--- config.mk ---
export PLATFORM = sky130hd
export DESIGN_NAME = mmio_requester
export DESIGN_NICKNAME = d
export VERILOG_FILES = /design/src/rtl/mmio_requester_pkg.sv /design/src/rtl/mmio_requester.sv
export SDC_FILE = /design/constraint.sdc
export NUM_CORES = 1
export LEC_CHECK = 0
export ABC_CLOCK_PERIOD_IN_PS = 2200
export BUFFER_PORTS_ARGS = -buffer_cell sky130_fd_sc_hd__buf_2
export CELL_PAD_IN_SITES_DETAIL_PLACEMENT = 0
export CELL_PAD_IN_SITES_GLOBAL_PLACEMENT = 1
export CORE_MARGIN = 1.5
export CORE_UTILIZATION = 31
export DETAILED_ROUTE_END_ITERATION = 10
export PLACE_DENSITY_LB_ADDON = 0.1
export SLEW_MARGIN = 15
export SYNTH_ARGS = -nofsm -noshare
export SYNTH_HDL_FRONTEND = slang
export SYNTH_SLANG_ARGS = --single-unit
export TNS_END_PERCENT = 30
--- constraint.sdc ---
create_clock -name clk -period 2.2 [get_ports clk]
set_clock_uncertainty 0.15 [all_clocks]
set_input_delay 0 -clock clk [delete_from_list [all_inputs] [get_ports clk]]
set_output_delay 0 -clock clk [all_outputs]
set_load 0.005 [all_outputs]
--- src/rtl/mmio_requester_pkg.sv ---
// Shared types for the MMIO requester: FSM state encoding and the latched request record.
package mmio_requester_pkg;

    localparam int unsigned MMIO_TAG_LEN = 6;

    typedef enum logic [2:0] {
        StIdle,
        StRdReq,
        StRdData,
        StWrReq,
        StResp
    } MMIOReqState_t;

    typedef struct packed {
        logic                    we;
        logic [31:0]             addr;
        logic [31:0]             wdata;
        logic [3:0]              wmask;
        logic [MMIO_TAG_LEN-1:0] tag;
    } MMIOReq_t;

    function automatic logic is_misaligned(input logic [31:0] addr);
        return addr[1:0] != 2'b00;
    endfunction

endpackage

--- src/rtl/mmio_requester.sv ---
// Single-outstanding MMIO requester bridging a core request/response port to strobe-based buses.
// Optional bus-busy timeout is enabled by defining MMIO_TIMEOUT_EN.
module mmio_requester
    import mmio_requester_pkg::*;
#(
    parameter int unsigned TIMEOUT = 255
) (
    input  logic                    clk,
    input  logic                    rst,

    input  logic                    IN_reqValid,
    output logic                    OUT_reqReady,
    input  logic                    IN_reqWe,
    input  logic [31:0]             IN_reqAddr,
    input  logic [31:0]             IN_reqWData,
    input  logic [3:0]              IN_reqWMask,
    input  logic [MMIO_TAG_LEN-1:0] IN_reqTag,

    output logic                    OUT_respValid,
    input  logic                    IN_respReady,
    output logic [31:0]             OUT_respData,
    output logic [MMIO_TAG_LEN-1:0] OUT_respTag,
    output logic                    OUT_respErr,

    output logic                    OUT_re,
    output logic [31:0]             OUT_raddr,
    input  logic                    IN_rbusy,
    input  logic [31:0]             IN_rdata,

    output logic                    OUT_we,
    output logic [31:0]             OUT_waddr,
    output logic [31:0]             OUT_wdata,
    output logic [3:0]              OUT_wmask,
    input  logic                    IN_wbusy
);

    if (TIMEOUT == 0) begin : g_bad_timeout
        $error("mmio_requester: TIMEOUT must be nonzero");
    end

    MMIOReqState_t state_q;
    MMIOReq_t      req_q;
    logic          re_q;
    logic          we_q;
    logic          resp_valid_q;
    logic          resp_err_q;
    logic [31:0]   resp_data_q;

`ifdef MMIO_TIMEOUT_EN
    localparam int unsigned CntW =
        ($clog2(TIMEOUT + 1) > 8) ? $clog2(TIMEOUT + 1) : 8;
    localparam logic [CntW-1:0] TimeoutMax = CntW'(TIMEOUT);

    logic [CntW-1:0] cnt_q;
    logic [CntW-1:0] cnt_d;
    logic            timed_out;

    assign cnt_d     = cnt_q + 1'b1;
    assign timed_out = cnt_d >= TimeoutMax;
`endif

    always_ff @(posedge clk) begin
        if (rst) begin
            state_q      <= StIdle;
            req_q        <= '0;
            re_q         <= 1'b1;
            we_q         <= 1'b1;
            resp_valid_q <= 1'b0;
            resp_err_q   <= 1'b0;
            resp_data_q  <= '0;
`ifdef MMIO_TIMEOUT_EN
            cnt_q        <= '0;
`endif
        end else begin
            unique case (state_q)
                StIdle: begin
                    if (IN_reqValid) begin
                        req_q.we    <= IN_reqWe;
                        req_q.addr  <= IN_reqAddr;
                        req_q.wdata <= IN_reqWData;
                        req_q.wmask <= IN_reqWMask;
                        req_q.tag   <= IN_reqTag;
`ifdef MMIO_TIMEOUT_EN
                        cnt_q       <= '0;
`endif
                        if (is_misaligned(IN_reqAddr)) begin
                            state_q      <= StResp;
                            resp_valid_q <= 1'b1;
                            resp_err_q   <= 1'b1;
                            resp_data_q  <= '0;
                        end else if (IN_reqWe) begin
                            state_q <= StWrReq;
                            we_q    <= 1'b0;
                        end else begin
                            state_q <= StRdReq;
                            re_q    <= 1'b0;
                        end
                    end
                end
                StRdReq: begin
                    if (!IN_rbusy) begin
                        state_q <= StRdData;
                        re_q    <= 1'b1;
`ifdef MMIO_TIMEOUT_EN
                    end else if (timed_out) begin
                        state_q      <= StResp;
                        re_q         <= 1'b1;
                        resp_valid_q <= 1'b1;
                        resp_err_q   <= 1'b1;
                        resp_data_q  <= '0;
                    end else begin
                        cnt_q <= cnt_d;
`endif
                    end
                end
                StRdData: begin
                    // Responder drives read data one cycle after the strobe is accepted.
                    state_q      <= StResp;
                    resp_valid_q <= 1'b1;
                    resp_err_q   <= 1'b0;
                    resp_data_q  <= req_q.we ? '0 : IN_rdata;
                end
                StWrReq: begin
                    if (!IN_wbusy) begin
                        state_q      <= StResp;
                        we_q         <= 1'b1;
                        resp_valid_q <= 1'b1;
                        resp_err_q   <= 1'b0;
                        resp_data_q  <= '0;
`ifdef MMIO_TIMEOUT_EN
                    end else if (timed_out) begin
                        state_q      <= StResp;
                        we_q         <= 1'b1;
                        resp_valid_q <= 1'b1;
                        resp_err_q   <= 1'b1;
                        resp_data_q  <= '0;
                    end else begin
                        cnt_q <= cnt_d;
`endif
                    end
                end
                StResp: begin
                    if (IN_respReady) begin
                        state_q      <= StIdle;
                        resp_valid_q <= 1'b0;
                    end
                end
                default: begin
                    state_q <= StIdle;
                    re_q    <= 1'b1;
                    we_q    <= 1'b1;
                end
            endcase
        end
    end

    assign OUT_reqReady  = (state_q == StIdle);
    assign OUT_respValid = resp_valid_q;
    assign OUT_respData  = resp_data_q;
    assign OUT_respTag   = req_q.tag;
    assign OUT_respErr   = resp_err_q;

    assign OUT_re    = re_q;
    assign OUT_raddr = req_q.addr;
    assign OUT_we    = we_q;
    assign OUT_waddr = req_q.addr;
    assign OUT_wdata = req_q.wdata;
    assign OUT_wmask = req_q.wmask;

endmodule

After elaboration in Yosys (flattened, before gate mapping)
Index checks and enable logic that the tools add are counted.
- word-level logic and storage cells: 65
- register bits after elaboration: 114
- output and inout bits: 143
- eq/ne operators: 12
- reductions and logical operators: 12
- bitwise logic cells: 2
- mux-type cells: 28
- operators with widths (operator ; number):
    $mux 32 ; 4
    $pmux 32 s3 ; 1
    $mux 3 ; 5
    $pmux 3 s5 ; 1
    $reduce_and 5->1 ; 3
    $mux 1 ; 12
    $ne 2x2->1 const B ; 6
    $pmux 1 s3 ; 3
    $reduce_and 4->1 ; 2
    $eq 3x2->1 const B ; 2
    $reduce_or 3->1 ; 2
    $ne 2x1->1 const B ; 2
    $pmux 1 s4 ; 1
    $reduce_bool 4->1 ; 1
    $eq 3x1->1 const B ; 1
    $eq 3x3->1 const B ; 1
    $logic_not 3->1 ; 1
    $reduce_bool 3->1 ; 1
    $mux 2 ; 1
    $not 1->1 ; 2
    $reduce_and 2->1 ; 1
    $reduce_bool 2->1 ; 1

Depth between registers and ports, before layout
- depth after elaboration: 4
- gate-level depth with buffers: 8
- depth with buffers taken out: 4

Least setup slack after synthesis
Ideal clock, no wire load.
- path type: register to register
- from: reg state_q[1]
- to: reg we_q (netlist: OUT_we)
- clock period less this slack: 1555 ps
- arrival time: 1285 ps
- data required time: 1930 ps
- path buffers: 3
- cell stages (with the launch flop): 8
- setup time: 120 ps
- slack: 645 ps
- cells stage by stage: dfxtp_1 -> buf_2 -> nor3_4 -> and2_1 -> buf_2 -> buf_6 -> nand3_1 -> a211o_1
- RTL lines (element ; line ; RTL):
    from (decl) ; mmio_requester.sv:41 ; MMIOReqState_t state_q;
    from (signal assigned) ; mmio_requester.sv:64 ; state_q <= StIdle;
    from (signal assigned) ; mmio_requester.sv:87 ; state_q <= StResp;
    from (signal assigned) ; mmio_requester.sv:92 ; state_q <= StWrReq;
    $logic_not 3->1 (*) ; n/a ;
    net OUT_reqReady ; mmio_requester.sv:12 ; output logic OUT_reqReady,
    $ne 2x1->1 (no line) or $ne 2x2->1 (tied branches) ; n/a ;
    $reduce_and 5->1 (no line) ; n/a ;
    to (signal assigned) ; mmio_requester.sv:67 ; we_q <= 1'b1;
    to (signal assigned) ; mmio_requester.sv:93 ; we_q <= 1'b0;
    to (signal assigned) ; mmio_requester.sv:126 ; we_q <= 1'b1;
    to (decl) ; mmio_requester.sv:44 ; logic we_q;
The timed path passes the listed nets; every way through them passes the cells marked *.
A chain may end at the register's enable or synchronous reset.

Worst setup path in the final report
- from: reg state_q[2]
- to: reg we_q (netlist: OUT_we)
- cells in the longest elaborated chain, start to end: 4
- ends and longest elaborated chain (element ; line ; RTL):
    $eq 3x3->1 (tied with other cells) ; mmio_requester.sv:75 ; unique case (state_q)
    $reduce_or 3->1 (no line) ; n/a ;
    $not 1->1 (no line) ; n/a ;
    $reduce_and 5->1 (no line) ; n/a ;
Parallel ways exist; a longest one is shown, timed or not.

==> flow_metrics.env <==
export IMPL_status="completed"
export IMPL_leakagePower_nw=3.405
export IMPL_hold_violations=0
export IMPL_rsz0062_at_grt="false"
export IMPL_cp_start_kind="flop"
export IMPL_cp_max_fo=15
export IMPL_worstPathRequired_ns=2.34
export IMPL_num_nets_final=929
export IMPL_timing_final_crit_share=0.9324
export IMPL_clockRootBuffer="clkbuf_16"
export IMPL_postRouteAntennaNets=0
export IMPL_rrSetupSlack_ns=0.15
export IMPL_place_inst=872
export IMPL_start_util=0.3162
export IMPL_io_pins=256
export IMPL_crit_path_max_incr_delay_ns=0.55
export IMPL_die_w_um=127.3
export IMPL_mostFrequentLayoutCells="buf_2, nand2_1, dlygate4sd3_1"
export IMPL_max_freq_mhz=487.5
export IMPL_setup_viol=0
export IMPL_crit_type="reg -> reg"
export IMPL_worstHoldPathType="in -> reg"
export IMPL_netlist_instances=564
export IMPL_cts_sinks=114
export IMPL_period_needed_ns=2.051
export IMPL_syn_nets=677
export IMPL_crit_chain="nor3_4, and2_2, nand3_1, a211o_1, dlygate4sd3_1"
export IMPL_worstHoldPathCells=3
export IMPL_place_gp_congestion=0.7218
export IMPL_die_area_mm2=0.01620
export IMPL_drcViolationCount=0
export IMPL_drv_slew=0
export IMPL_cts_buffer_depth=2
export IMPL_slew_headroom=0.7033
export IMPL_setup_tns_ns=0
export IMPL_grt_pass1_wl_mm=21.47
export IMPL_cts_tree="built"
export IMPL_synth_seq_cells=114
export IMPL_yosysWarnings=0
export IMPL_crit_path_top_delay_cell="dlygate4sd3_1"
export IMPL_holdPathEnd="OUT_respData[27]"
export IMPL_fillers=1478
export IMPL_grtUsageTotal=0.1663
export IMPL_yosysSeqAreaShare=0.4766
export IMPL_synth_area_mm2=0.004788
export IMPL_antenna_found_initial=0
export IMPL_antenna_cells=0
export IMPL_routed_wl_mm=13.34
export IMPL_dr_pass1_iters=6
export IMPL_clk_pin_slew_worst_paths_ns=0.06
export IMPL_cts_max_level=4
export IMPL_avgViaCountPerCell=4.390
export IMPL_ir_drop_v=0.0004900
export IMPL_wire_per_inst_um=13.12
export IMPL_num_vias=4465
export IMPL_timing_rr_start="state_q[2]"
export IMPL_dieHeight_um=127.3
export IMPL_worst_pin_slew_ns=0.4389
export IMPL_stdcell_count=1017
export IMPL_synth_cell_type_count=29
export IMPL_core_mm2=0.01515
export IMPL_io_buffers=255
export IMPL_grt_max_degree=76
export IMPL_hpwl_mm=8.298
export IMPL_avgSynthCellArea_um2=8.490
export IMPL_regArea_mm2=0.002286
export IMPL_min_from="IN_rdata[27]"
export IMPL_drive_gt1_frac=0.3655
export IMPL_final_common_cell="buf_2"
export IMPL_grt_overflow=0
export IMPL_endpoint_kind="flop"
export IMPL_multi_input_area_mm2=0.001520
export IMPL_powerDensity_mw_per_mm2=809.1
export IMPL_post_cts_buffers=0
export IMPL_arrival_ns=2.19
export IMPL_rr_endpoint="OUT_we"
export IMPL_rr_worst_depth=5
export IMPL_drv_cap=0
export IMPL_rows=45
export IMPL_numCtsBuffers=17
export IMPL_grt_pass1_vias=4497
export IMPL_critPathBufInv=1
export IMPL_first_iter_violations=177
export IMPL_critPathTopFamily="buffers and inverters"
export IMPL_area_delta_synth_final_pct=49.05
export IMPL_clk_latency_ns=0.41
==> how the worst max path moves through the flow <==
| stage | startpoint | endpoint | slack (ns) | cells past startpoint |
|---|---|---|---|---|
| after global placement | state_q[2] | OUT_wdata[1] | 0.45 | 5 |
| after floorplan | state_q[1] | OUT_we | 0.65 | 7 |
| after detailed placement | state_q[1] | state_q[1] | 0.37 | 4 |
| after CTS | state_q[2] | OUT_we | 0.04 | 5 |
| after global routing | state_q[2] | OUT_we | 0.008 | 5 |
| final | state_q[2] | OUT_we | 0.15 | 5 |
==> cell usage after synthesis <==
library cell,n,share of area
a2111oi_0,1,0.0018
a211o_1,1,0.0018
a21oi_1,79,0.083
a21oi_2,1,0.0018
a22o_1,32,0.059
a311oi_1,1,0.0018
a31oi_1,3,0.0039
and2_1,2,0.0026
buf_2,14,0.015
buf_4,112,0.18
buf_6,1,0.0024
clkbuf_1,16,0.013
dfxtp_1,114,0.48
inv_1,2,0.0016
mux2i_1,2,0.0042
nand2_1,152,0.12
nand2b_1,2,0.0026
nand3_1,2,0.0021
nor2_1,7,0.0055
nor2b_1,1,0.0013
nor3_1,4,0.0042
nor3_4,1,0.0034
nor3b_1,1,0.0016
nor4_1,4,0.0052
nor4b_1,1,0.0018
o21ai_0,2,0.0021
o21bai_1,1,0.0016
o31ai_1,2,0.0031
or2_2,3,0.0039
==> worst reg2reg max path, cell delays in order (launching register included) <==
cell           delay, ns
dfxtp_2             0.40
nor3_4              0.25
and2_2              0.21
nand3_1             0.08
a211o_1             0.29
dlygate4sd3_1       0.55
==> what timing repair did <==
action	CTS	global route
hold buffers	113	0
gates resized for setup	0	3
setup endpoints to repair	0	1
endpoints found under the hold margin	114	0
==> sequential cells by signal, summed over array words and instances, names as in the netlist, 3 cells and up <==
| register | cells |
|---|---|
| OUT_respData | 32 |
| state_q | 3 |
| OUT_wdata | 32 |
| OUT_respTag | 6 |
| OUT_raddr | 32 |
| OUT_wmask | 4 |
==> report_power, final <==
group / switching [W] / internal (W) / total, W / leakage, nW
clock network: 0.000973 / 0.00178 / 0.00275 / 0.283
logic: 0.000358 / 0.000410 / 0.000768 / 2.19
registers: 0.0000745 / 0.00218 / 0.00226 / 0.933
total: 0.00141 / 0.00437 / 0.00577 / 3.41
==> layer usage <==
layer	vias up	track usage	routed length (um)
met2	178	0.2820	6322
met4	0	0.07219	282
met1	2004	0.1968	5913
met3	22	0.04648	820
met5	-	0	0
li1	2261	-	-
==> cells by family (layout without fill, tap and decap cells) <==
family          count (synthesis)  after routing  synth area share
compound gates                123            123            0.1591
buf+inv                       145            410            0.2067
flops                         114            114            0.4766
mux                             2              2          0.004181
simple gates                  180            180            0.1534
==> cell type report <==
type	count	share of cell area
Tap cell	188	0.03296
Sequential cell	114	0.3203
Multi-Input combinational cell	305	0.2130
Timing Repair Buffer	376	0.3492
Clock inverter	13	0.02279
Inverter	2	0.001052
Clock buffer	19	0.06066
==> through the flow <==
step           hold WS (ns)  setup WS, ns  power [W]    util  cell area (um^2)
4_1_cts              0.1543       0.03668   0.005877  0.4710              7133
5_1_grt              0.1765      0.007664   0.006075  0.4712              7137
2_1_floorplan      -0.03351        0.6452   0.002766       -              4788
6_report             0.1800        0.1488   0.005775  0.4712              7137
3_5_place_dp        0.06858        0.3694   0.002915  0.3570              5406
3_3_place_gp        0.05843        0.4515   0.002907  0.3570              5406
Power figures use the tool's default switching activity.
